**src/rtl/faux_hd_fis_scheduler.sv**
```systemverilog
// Transmit scheduler between the faux HD command layer and the transport layer.
// Latches FIS send requests, issues them by fixed priority and tracks each through the ready/busy handshake with retry.
module faux_hd_fis_scheduler #(
    parameter int MAX_RETRY    = 3,
    parameter int BUSY_TIMEOUT = 16,
    parameter int RETRY_GAP    = 4
) (
    input  logic        clk,
    input  logic        rst,
    input  logic        req_reg_stb,
    input  logic        req_dev_bits_stb,
    input  logic        req_pio_stb,
    input  logic        req_dma_act_stb,
    input  logic        req_data_stb,
    input  logic        transport_layer_ready,
    input  logic        xmit_error,
    input  logic        remote_abort,
    output logic        send_reg_stb,
    output logic        send_dev_bits_stb,
    output logic        send_pio_stb,
    output logic        send_dma_act_stb,
    output logic        send_data_stb,
    output logic [4:0]  pending,
    output logic        busy,
    output logic        fis_done_stb,
    output logic        fis_fail_stb,
    output logic [2:0]  fis_type,
    output logic        req_overrun,
    output logic [15:0] retry_total
);
    localparam int AW   = (MAX_RETRY < 1) ? 1 : $clog2(MAX_RETRY + 1);
    localparam int TMAX = (BUSY_TIMEOUT > RETRY_GAP) ? BUSY_TIMEOUT : RETRY_GAP;
    localparam int TW   = $clog2(TMAX + 1);
    localparam logic [AW-1:0] ATTEMPT_MAX  = AW'(MAX_RETRY);
    localparam logic [TW-1:0] TIMEOUT_LAST = TW'(BUSY_TIMEOUT - 1);
    localparam logic [TW-1:0] GAP_LAST     = TW'(RETRY_GAP);

    typedef enum logic [1:0] {
        S_IDLE      = 2'd0,
        S_WAIT_BUSY = 2'd1,
        S_WAIT_DONE = 2'd2,
        S_BACKOFF   = 2'd3
    } state_t;

    state_t          r_state, w_state_next;
    logic [4:0]      r_pending;
    logic [2:0]      r_fis_type, w_type_next;
    logic [AW-1:0]   r_attempt, w_attempt_next;
    logic [TW-1:0]   r_timer, w_timer_next;
    logic            r_err, w_err_next;
    logic [4:0]      r_send;
    logic            r_done, r_fail;
    logic            r_overrun;
    logic [15:0]     r_retry_total;

    logic [4:0]      w_req;
    logic [2:0]      w_winner;
    logic            w_err_any;
    logic            w_issue, w_done_next, w_fail_next, w_clear, w_retry_inc, w_retry_path;
    logic [4:0]      w_send_next, w_clear_mask, w_pending_next;

    assign w_req     = {req_data_stb, req_dma_act_stb, req_pio_stb, req_dev_bits_stb, req_reg_stb};
    assign w_err_any = r_err | xmit_error | remote_abort;

    // Lowest set index wins.
    always_comb begin
        w_winner = 3'd0;
        for (int i = 4; i >= 0; i--) begin
            if (r_pending[i]) w_winner = 3'(i);
        end
    end

    always_comb begin
        w_state_next   = r_state;
        w_type_next    = r_fis_type;
        w_attempt_next = r_attempt;
        w_timer_next   = r_timer;
        w_err_next     = r_err;
        w_issue        = 1'b0;
        w_done_next    = 1'b0;
        w_fail_next    = 1'b0;
        w_clear        = 1'b0;
        w_retry_inc    = 1'b0;
        w_retry_path   = 1'b0;
        case (r_state)
            S_IDLE: begin
                if ((|r_pending) && transport_layer_ready) begin
                    w_type_next    = w_winner;
                    w_attempt_next = '0;
                    w_issue        = 1'b1;
                end
            end
            S_WAIT_BUSY: begin
                w_err_next = w_err_any;
                if (!transport_layer_ready) begin
                    w_state_next = S_WAIT_DONE;
                end else if (r_timer == TIMEOUT_LAST) begin
                    w_retry_path = 1'b1;
                end else begin
                    w_timer_next = r_timer + 1'b1;
                end
            end
            S_WAIT_DONE: begin
                w_err_next = w_err_any;
                if (transport_layer_ready) begin
                    if (w_err_any) begin
                        w_retry_path = 1'b1;
                    end else begin
                        w_done_next  = 1'b1;
                        w_clear      = 1'b1;
                        w_state_next = S_IDLE;
                    end
                end
            end
            S_BACKOFF: begin
                // Timer parks at the gap value until the transport layer is ready again.
                if (r_timer != GAP_LAST) begin
                    w_timer_next = r_timer + 1'b1;
                end else if (transport_layer_ready) begin
                    w_issue = 1'b1;
                end
            end
            default: begin
                w_state_next = S_IDLE;
            end
        endcase

        if (w_retry_path) begin
            if (r_attempt < ATTEMPT_MAX) begin
                w_attempt_next = r_attempt + 1'b1;
                w_retry_inc    = 1'b1;
                w_timer_next   = '0;
                w_state_next   = S_BACKOFF;
            end else begin
                w_fail_next  = 1'b1;
                w_clear      = 1'b1;
                w_state_next = S_IDLE;
            end
        end

        if (w_issue) begin
            w_timer_next = '0;
            w_err_next   = 1'b0;
            w_state_next = S_WAIT_BUSY;
        end
    end

    assign w_send_next    = w_issue ? (5'd1 << w_type_next) : 5'd0;
    assign w_clear_mask   = w_clear ? (5'd1 << r_fis_type) : 5'd0;
    // A fresh request in the completion cycle keeps its bit set.
    assign w_pending_next = (r_pending & ~w_clear_mask) | w_req;

    always_ff @(posedge clk) begin
        if (!rst) begin
            r_state       <= S_IDLE;
            r_pending     <= '0;
            r_fis_type    <= '0;
            r_attempt     <= '0;
            r_timer       <= '0;
            r_err         <= 1'b0;
            r_send        <= '0;
            r_done        <= 1'b0;
            r_fail        <= 1'b0;
            r_overrun     <= 1'b0;
            r_retry_total <= '0;
        end else begin
            r_state    <= w_state_next;
            r_pending  <= w_pending_next;
            r_fis_type <= w_type_next;
            r_attempt  <= w_attempt_next;
            r_timer    <= w_timer_next;
            r_err      <= w_err_next;
            r_send     <= w_send_next;
            r_done     <= w_done_next;
            r_fail     <= w_fail_next;
            if (|(w_req & r_pending)) r_overrun <= 1'b1;
            if (w_retry_inc && (r_retry_total != 16'hFFFF)) r_retry_total <= r_retry_total + 16'd1;
        end
    end

    assign send_reg_stb      = r_send[0];
    assign send_dev_bits_stb = r_send[1];
    assign send_pio_stb      = r_send[2];
    assign send_dma_act_stb  = r_send[3];
    assign send_data_stb     = r_send[4];
    assign pending           = r_pending;
    assign busy              = (r_state != S_IDLE);
    assign fis_done_stb      = r_done;
    assign fis_fail_stb      = r_fail;
    assign fis_type          = r_fis_type;
    assign req_overrun       = r_overrun;
    assign retry_total       = r_retry_total;
endmodule

```
**config.mk**
```make
export PLATFORM = sky130hd
export DESIGN_NAME = faux_hd_fis_scheduler
export DESIGN_NICKNAME = d
export VERILOG_FILES = /design/src/rtl/faux_hd_fis_scheduler.sv
export SDC_FILE = /design/constraint.sdc
export NUM_CORES = 1
export LEC_CHECK = 0
export ABC_AREA = 1
export CORE_UTILIZATION = 39
export CTS_CLUSTER_SIZE = 24
export DETAILED_ROUTE_END_ITERATION = 6
export HOLD_SLACK_MARGIN = 0.15
export MAX_ROUTING_LAYER = met4
export PLACE_DENSITY_LB_ADDON = 0.3
export SLEW_MARGIN = 15
export SYNTH_ARGS = -nofsm -noshare
export SYNTH_HDL_FRONTEND = slang
export SYNTH_SLANG_ARGS = --single-unit
```
**constraint.sdc**
```tcl
create_clock -name clk -period 2.31 [get_ports clk]
set_input_delay 0.693 -clock clk [delete_from_list [all_inputs] [get_ports clk]]
set_output_delay 0.693 -clock clk [all_outputs]
set_load 0.02 [all_outputs]
```
==> metrics.md <==
| Metric | Value |
|---|---|
| Worst Path Required | `1.62 ns` |
| Reg2reg setup slack | `0.40 ns` |
| Die height | `78.8 um` |
| Final setup viols | `0` |
| Initial DRC count | `88` |
| # IOs | `43` |
| Yosys cell types | `27` |
| Row Count | `27` |
| Worst Setup Start Kind | `flop` |
| CTS tree | `done` |
| Fin crit share | `91.1%` |
| Fin. Hold Viols | `0` |
| Largest net degree at the start of global routing | `22` |
| Pwr per Cell Area | `658 mW/mm^2` |
| CP Class | `flop to output pin` |
| Ys async rst share | `0%` |
| Vias in the first global route | `2011` |
| Worst-path fanout max | `5` |
| Post-synth EDFFs | `0` |
| GRT overflow | `0` |
| Fmax | `0.475 GHz` |
| Critical path arrival | `1.41 ns` |
| Share of cells above drive strength 1 | `8.07%` |
| Sw Ratio | `32.7%` |
| Placed instance area | `0.00281 mm^2` |
| Worst path slowest cell | `dfxtp_1` |
| Compound-gate portion of the synthesized area | `10.9%` |
| Synth Area in Adders | `5.43%` |
| Max VDD drop | `345 uV` |
| Clk sinks | `42` |
| Post-route cell area | `0.00292 mm^2` |
| Die Area | `0.00621 mm^2` |
| Synth Instances | `336` |
| PortBufs | `42` |
| Root buffer selected by CTS | `clkbuf_8` |
| Final setup TNS | `0 ns` |
| Post-Syn Area per Cell | `6.85 um^2` |
| RSZ-0062 raised after global routing | `false` |
| Overall power | `1.92 mW` |
| H-tree levels | `2` |
| Syn Nets | `356` |
| Commonest cells in the synthesized netlist | `91 x nand2_1, 56 x nor2_1, 42 x dfxtp_1` |
| Synth top area cells | `dfxtp_1 37%, nand2_1 15%, nor2_1 9.1%` |
| Worst-skew pair later-pin latency | `0.30 ns` |
| Synth area leader | `dfxtp_1` |
| Sequential share of power | `43.1%` |
| CTS buffer count | `5` |
| Worst-Margin Slew | `0.740 ns` |
| GRT Overall Usage | `17.5%` |
| Cell with the most instances after synthesis | `nand2_1` |
| Diodes inserted | `0` |
| Initial core utilization | `41.1%` |
| Internal power | `1.29 mW` |
| Ys flop type | `dfxtp_1` |
| FF+latch count, synth | `42` |
| Most used cell, CP | `inv_1` |
| Footprint of the multi-input gates | `0.00129 mm^2` |
| Total vias in the final route | `2179` |
| Clock transition at path regs | `0.08 ns` |
| First-pass GRT wire length | `8420 um` |
| Mux contribution to synthesized area | `0%` |
| Post-route ant nets | `0` |
| Clock buffer depth | `2` |
| Crit-path cells | `inv_1 > ha_1 > inv_1 > dlygate4sd2_1` |
| Die width | `78.8 um` |
| Simple-gate share of the synthesized area | `37.0%` |
| Post-Synth XOR/XNOR Area | `2.66%` |
| Yosys warning count | `0` |
| Synthesized area | `0.00230 mm^2` |
| Final wirelength | `5000 um` |
| Pins Over Slew Limit | `0` |
| Outcome | `complete, no violations` |
| Area Growth Syn to Fin | `26.7%` |
| Worst rel slew slack | `50.6%` |
| Max Cap Viol | `0` |
| Setup bufs post-CTS | `0` |
| Final #Nets | `403` |
| Routed WL per cell | `11.0 um` |
| Final min period | `2.10 ns` |
| Register area share after synthesis | `36.5%` |
| Post-synth top area share | `36.5%` |
| Peak per-stage delay on the critical path | `0.36 ns` |
| Worst hold slack | `0.508 ns` |
| Leakage power | `1.14 nW` |
| Comb pwr share | `26.8%` |
| Switching pwr | `628 uW` |
| DRC viols | `0` |
| Share of power burned in the clock network | `30.1%` |
| Initial antenna violation count | `0` |
| Clock skew | `0.00822 ns` |
| FF+latch area | `841 um^2` |
| Element type at the critical path end | `output pin` |
| 1st-pass router iterations | `4` |
| Vias per std cell | `4.78` |
| Hold Crit Class | `flop to flop` |
| Largest family of logic cells by synthesized area | `simple AND/OR/NAND/NOR gates` |
| Filler cells | `588` |
| CORE AREA | `0.00561 mm^2` |
| Final HPWL DP | `3770 um` |
| GPL Wtd Cong | `0.882` |
state kept, by name (all words and copies together) (netlist names):
register      cells
fis_done_stb      1
fis_fail_stb      1
fis_type          3
pending           5
r_attempt         2
r_err             1
r_send            5
r_state           2
r_timer           5
req_overrun       1
retry_total      16
cells in the final DEF (no fill, tap or decap), drive strengths merged, types with 4 or more instances in the layout:
master	count
nand4	5
o21ai	12
clkbuf	5
buf	4
nor2	60
nor3	6
a21oi	28
nand3	21
nand2	99
clkdlybuf4s50	41
ha	10
xor2	4
dfxtp	42
inv	34
metrics by stage:
step           utilization [%]  cells  worst slack, ns
2_1_floorplan                -    336            0.516
3_3_place_gp              50.1    448            0.122
3_5_place_dp              50.1    448           0.0838
4_1_cts                   52.0    456            0.183
5_1_grt                   52.0    456            0.110
6_report                  52.0    456            0.206
cell type report:
class                   instances  share of cell area (%)
multi-input cells             254                    44.2
flip-flops and latches         42                    28.8
repair buffers                 46                    15.8
inverters                      34                    4.37
well taps                      72                    3.09
clock buffers                   5                    2.36
clock inverters                 3                    1.37
worst paths after layout:
| kind | start | depth (start not counted) | to |
|---|---|---|---|
| worst max register to register | r_timer[0]$_SDFF_PP0_ | 12 | retry_total[12]$_SDFFE_PN0P_ |
| worst min-delay path | r_timer[1]$_SDFF_PP0_ | 2 | r_timer[1]$_SDFF_PP0_ |
| worst max-delay path | r_state[0]$_SDFFE_PN0P_ | 4 | busy |
| worst min register to register | r_timer[1]$_SDFF_PP0_ | 2 | r_timer[1]$_SDFF_PP0_ |
power by group through the flow:
stage	clock network (mW)	logic, mW	registers, mW
5_1_grt	0.619	0.578	0.837
2_1_floorplan	0	0.324	0.869
4_1_cts	0.594	0.518	0.828
6_report	0.578	0.515	0.827
3_5_place_dp	0	0.522	0.844
3_3_place_gp	0	0.513	0.843
critical path, delay by kind of cell, from the launching register on:
family	cells	cell delay, ns
buf+inv	3	0.48
fa+ha+maj	1	0.28
flops	1	0.36
cell families after synthesis:
family,Yosys count
AO/OA/AOI/OAI,43
buffers and inverters,40
XOR/XNOR,7
adder cells (fa/ha/maj),10
AND/OR/NAND/NOR,194
flip-flops,42
repair_timing:
action                                  4_1_cts  5_1_grt
gates resized for setup                       1        0
endpoints found under the setup margin        1        0
hold buffers                                  0        0
endpoints found under the hold margin         0        0
per-layer routing:
metal | GRT usage [%] | vias to the layer above | share of wire, % | wire (um)
met5 | - | - | 0 | 0
met4 | 6.18 | 0 | 0.38 | 19
met3 | 3.33 | 2 | 5.1 | 255
met2 | 30.4 | 48 | 47 | 2360
met1 | 20.2 | 962 | 47 | 2360
li1 | - | 1167 | - | -
Power figures use the tool's default switching activity.
==> RTL edit 1: new RTL, config.mk and constraints unchanged <==
`BUSY_TIMEOUT`: 16 -> 32.
--- a/src/rtl/faux_hd_fis_scheduler.sv
+++ b/src/rtl/faux_hd_fis_scheduler.sv
@@ -2,7 +2,7 @@
 // Latches FIS send requests, issues them by fixed priority and tracks each through the ready/busy handshake with retry.
 module faux_hd_fis_scheduler #(
     parameter int MAX_RETRY    = 3,
-    parameter int BUSY_TIMEOUT = 16,
+    parameter int BUSY_TIMEOUT = 32,
     parameter int RETRY_GAP    = 4
 ) (
     input  logic        clk,
Formal check against the unedited RTL: no difference found for any inputs over 10 cycles, from zero or initial values and one cycle with rst low; that may be too few to reach the edited logic, so the function may still have changed.
==> RTL edit 1 against the unedited design <==
- power grew 6.7%
- clock power grew 2%
- first-iteration DRC count up 6.8%
- hold slack lost 0.027 ns
- routed wire length up 5.7%
- cell area grew 3.9%
- core utilization grew 1.4 points
- synthesized area up 2.6%
- sequential cell count is 1 higher
- setup slack got worse by 0.023 ns
==> RTL edit 1: results <==
group,metric,value,unit
die,chipWidth,79.81,um
routing,vias,2317,
timing,period_minus_slack,2.127,ns
synthesis,synth_nets,373,
grt,grt_pass1_wl,9066,um
routing,wl_per_cell,11.00,um
worst_setup_path,crit_start,"retry_total[0]",
pwr,power.switching,690.2,uW
timing,skew,0.008057,ns
synthesis,yosys-top-cells-area,"dfxtp_1, nand2_1, nor2_1, a21oi_1, inv_1",
pwr,power,2047,uW
worst_setup_path,cpMaxStageDelayCell,"clkdlybuf4s50_1",
synthesis,yosysSeqAreaShare,36.46,%
grt,grt_max_degree,24,
worst_hold_path,hold_start,"r_attempt[1]",
grt,met2_usage,30.51,%
grt,met1_usage,22.01,%
pwr,powerComb,591,uW
worst_setup_path,crit_end,"retry_total[0]",
routing,wl_met2,2453,um
synthesis,netlist_instances,355,
synthesis,yosys-top-cells-count,"nand2_1, nor2_1, inv_1, dfxtp_1, a21oi_1",
run_status,status,"complete, no violations",
placement,placed_cell_area,2920,sq um
routing,wl_met1,2577,um
worst_setup_path,crit_arrival,1.43,ns
worst_setup_path,path_max_fanout,7,
worst_setup_path,r2r_start,"retry_total[0]",
placement,detailed_place_hpwl,3983,um
routing,wl_met3,198,um
worst_hold_path,whs_path_depth,2,
worst_setup_path,max_stage_delay,0.66,ns
final_layout,nets,425,
worst_setup_path,r2r_end,"retry_total[4]",
pwr,leakagePower,0.001248,uW
worst_setup_path,r2r_cells,8,
placement,gp_congestion,0.8311,
grt,grt_util_met3,4.114,%
timing,worst_hold_slack,0.4807,ns
pwr,pg_seq,864,uW
final_layout,fin_cells,480,
placement,dpl_worst_slack,0.1233,ns
timing,tightest_slew,0.4084,ns
pwr,vdd_ir_drop_max,0.0003905,V
grt,grt_pass1_vias,2103,
-- RTL edit 1: cell count changes in the layout (fill, tap and decap cells not counted), sizes merged, moves of 2 or more --
cell | before | now
ha | 10 | 8
nor2 | 60 | 53
nand3b | 2 | 0
a21oi | 28 | 38
inv | 34 | 45
o22ai | 0 | 2
buf | 4 | 10
xnor2 | 3 | 7
xor2 | 4 | 7
-- RTL edit 1: cells by family after synthesis --
kind of cell / share of synthesized area (%)
buffers and inverters: 8.797
AND/OR/NAND/NOR: 33.49
flip-flops: 36.46
XOR/XNOR: 5.194
AO/OA/AOI/OAI: 11.82
adder cells (fa/ha/maj): 4.240
-- RTL edit 1: area by class of cell --
type	instances	area [sq um]
Sequential cell	43	860.8
Fill cell	558	2644
Tap cell	72	90.09
Multi-Input combinational cell	260	1292
Inverter	45	168.9
Timing Repair Buffer	52	506.7
Clock inverter	3	43.79
Clock buffer	5	68.82
-- RTL edit 1: timing repair --
item	CTS	global route
endpoints found under the setup margin	1	0
resized for setup	1	0
hold endpoints to repair	0	0
==> RTL edit 2: new RTL, config.mk and constraints unchanged <==
Made on the original files. Put one more register stage on the output `req_overrun`, with the module's reset. The value now appears one clock later. The other outputs are not delayed to match.
--- a/src/rtl/faux_hd_fis_scheduler.sv
+++ b/src/rtl/faux_hd_fis_scheduler.sv
@@ -188,7 +188,13 @@
     assign fis_done_stb      = r_done;
     assign fis_fail_stb      = r_fail;
     assign fis_type          = r_fis_type;
-    assign req_overrun       = r_overrun;
+    always_ff @(posedge clk) begin
+        if (!rst) begin
+            req_overrun <= '0;
+        end else begin
+            req_overrun <= r_overrun;
+        end
+    end
     assign retry_total       = r_retry_total;
 endmodule
 
Function: changed (a bounded check fails within 4 cycles, from zero or initial values and one cycle with rst low).
==> RTL edit 2 against the unedited design <==
- critical endpoint is now fis_type[2]
- first-iteration DRC count is 30% lower
- setup slack got worse by 0.020 ns
- largest cell class unchanged
- sequential cell count grew 1
- clock power grew 3%
- sequential share of layout area is 0.15 points higher
- hold slack worse by 0.075 ns
- power is 1.4% lower
- synthesized area grew 1.7%
- routed wire length rose by 6.6%
- cell area up 1.8%
==> RTL edit 2: results <==
group,metric,value,unit
clock_network,numCtsBuffers,5,
routing,viasPerCell,4.831,
timing,max_slew_margin,69.43,%
synthesis,synth.distinct_cells,27,
placement,gp_congestion,0.8506,
clock_network,cts.clk_slew.worst_paths,0.08,ns
worst_setup_path,critical_path.top_delay_family,"buffers and inverters",
worst_setup_path,path_max_fanout,7,
clock_network,cts_setup_buffers,0,
final_layout,n_antenna_cell,0,
pwr,leakagePower,0.001199,uW
routing,wl_per_cell,11.28,um
clock_network,h-tree-depth,2,
synthesis,synth_xor_area_share,3.367,%
clock_network,cts_root_buf,"clkbuf_8",
synthesis,yosysSeqAreaShare,36.77,%
placement,port_buffers,42,
synthesis,yosys-top-cells-count,"nand2_1, inv_1, dfxtp_1, nor2_1, a21oi_1",
synthesis,synthAdderAreaFrac,5.345,%
synthesis,yosys-top-cells-area,"dfxtp_1, nand2_1, inv_1, nor2_1, a21oi_1",
synthesis,synth_ff_type,"dfxtp_1",
final_layout,largest_reg_flops,16,
grt,grt_pass1_wl,8790,um
run_status,status,"complete, no violations",
final_layout,nets,419,
synthesis,muxShareOfSynthArea,0,%
worst_setup_path,crit_arrival,1.43,ns
grt,grt_pass1_vias,1996,
worst_setup_path,max_stage_delay,0.66,ns
pwr,vdd_ir_drop_max,0.0002932,V
worst_setup_path,cpMaxStageDelayCell,"clkdlybuf4s50_1",
routing,drt_iter0_drc,62,
routing,dr.pass1.iters,4,
synthesis,synth_async_sr_flop_share,0,%
grt,antenna_found_initial,0,
final_layout,fillers,546,
synthesis,yosysWarnings,0,
worst_hold_path,hold_class,"reg -> reg",
timing,report.final.slew_viol_count,0,
clock_network,clock_latency,0.30,ns
placement,detailed_place_hpwl,3938,um
placement,dpl_worst_slack,-0.01160,ns
grt,grt_max_degree,26,
grt,track_usage,18.20,%
final_layout,layout-drive-gt1-share,5.500,%
timing,skew,0.007138,ns
synthesis,synth_compound_area_share,12.13,%
clock_network,cts.repair.resized,1,
clock_network,clockBufferDepth,2,
synthesis,synth_nets,371,
[RTL edit 2: cell count changes after synthesis, moves of 4 or more]
cell	unedited run	this run
nand2_2	6	2
nand3_1	21	16
nor2_1	56	41
inv_1	33	44
o21ai_0	12	21
nand2_1	91	109
a21oi_1	23	28
[RTL edit 2: kinds of logic after synthesis]
family | Yosys count
compound gates | 53
simple gates | 185
flops | 43
buf+inv | 51
xor+xnor | 9
fa+ha+maj | 10
[RTL edit 2: final cells by class]
type	count	area, sq um	share of cell area, %
clock inverter	3	43.79	1.474
sequential	43	860.8	28.97
clock buffer	5	68.82	2.316
multi-input combinational	257	1274	42.86
inverter	46	172.7	5.811
timing repair buffer	46	461.7	15.54
tap	72	90.09	3.032
[RTL edit 2: where the power goes]
| part | internal, uW | switching [uW] |
|---|---|---|
| Combinational | 174 | 284 |
| Clock | 322 | 274 |
| Sequential | 793 | 45.2 |
| Total | 1290 | 603 |
[RTL edit 2: final timing paths]
check	endpoint	start	cells past startpoint	slack (ns)
worst min-delay path	req_overrun	r_overrun	2	0.43
worst max-delay path	fis_type[2]	fis_type[2]	1	0.19
worst min register to register	req_overrun	r_overrun	2	0.43
worst max register to register	retry_total[0]	r_timer[0]	11	0.41
[RTL edit 2: through the flow]
step / instances / hold slack (ns) / total power (uW) / instance area (sq um)
after detailed placement: 464 / 0.4185 / 1317 / 2860
final: 472 / 0.4327 / 1892 / 2972
after floorplan: 351 / 0.4068 / 1158 / 2341
after CTS: 472 / 0.4302 / 1909 / 2972
after global placement: 464 / 0.4146 / 1309 / 2860
after global routing: 472 / 0.4775 / 1999 / 2972
[RTL edit 2: tightest hold or removal path: stages, from the launching register on]
cell and delay (ns):
dfxtp_1 0.31, nand2_1 0.05, inv_1 0.03
[RTL edit 2: metal layers]
layer / global-route usage (%) / part of all wire, %
met4: 7.091 / 1.5
met2: 30.09 / 47
met3: 3.086 / 3.2
met1: 22.00 / 49
met5: - / 0
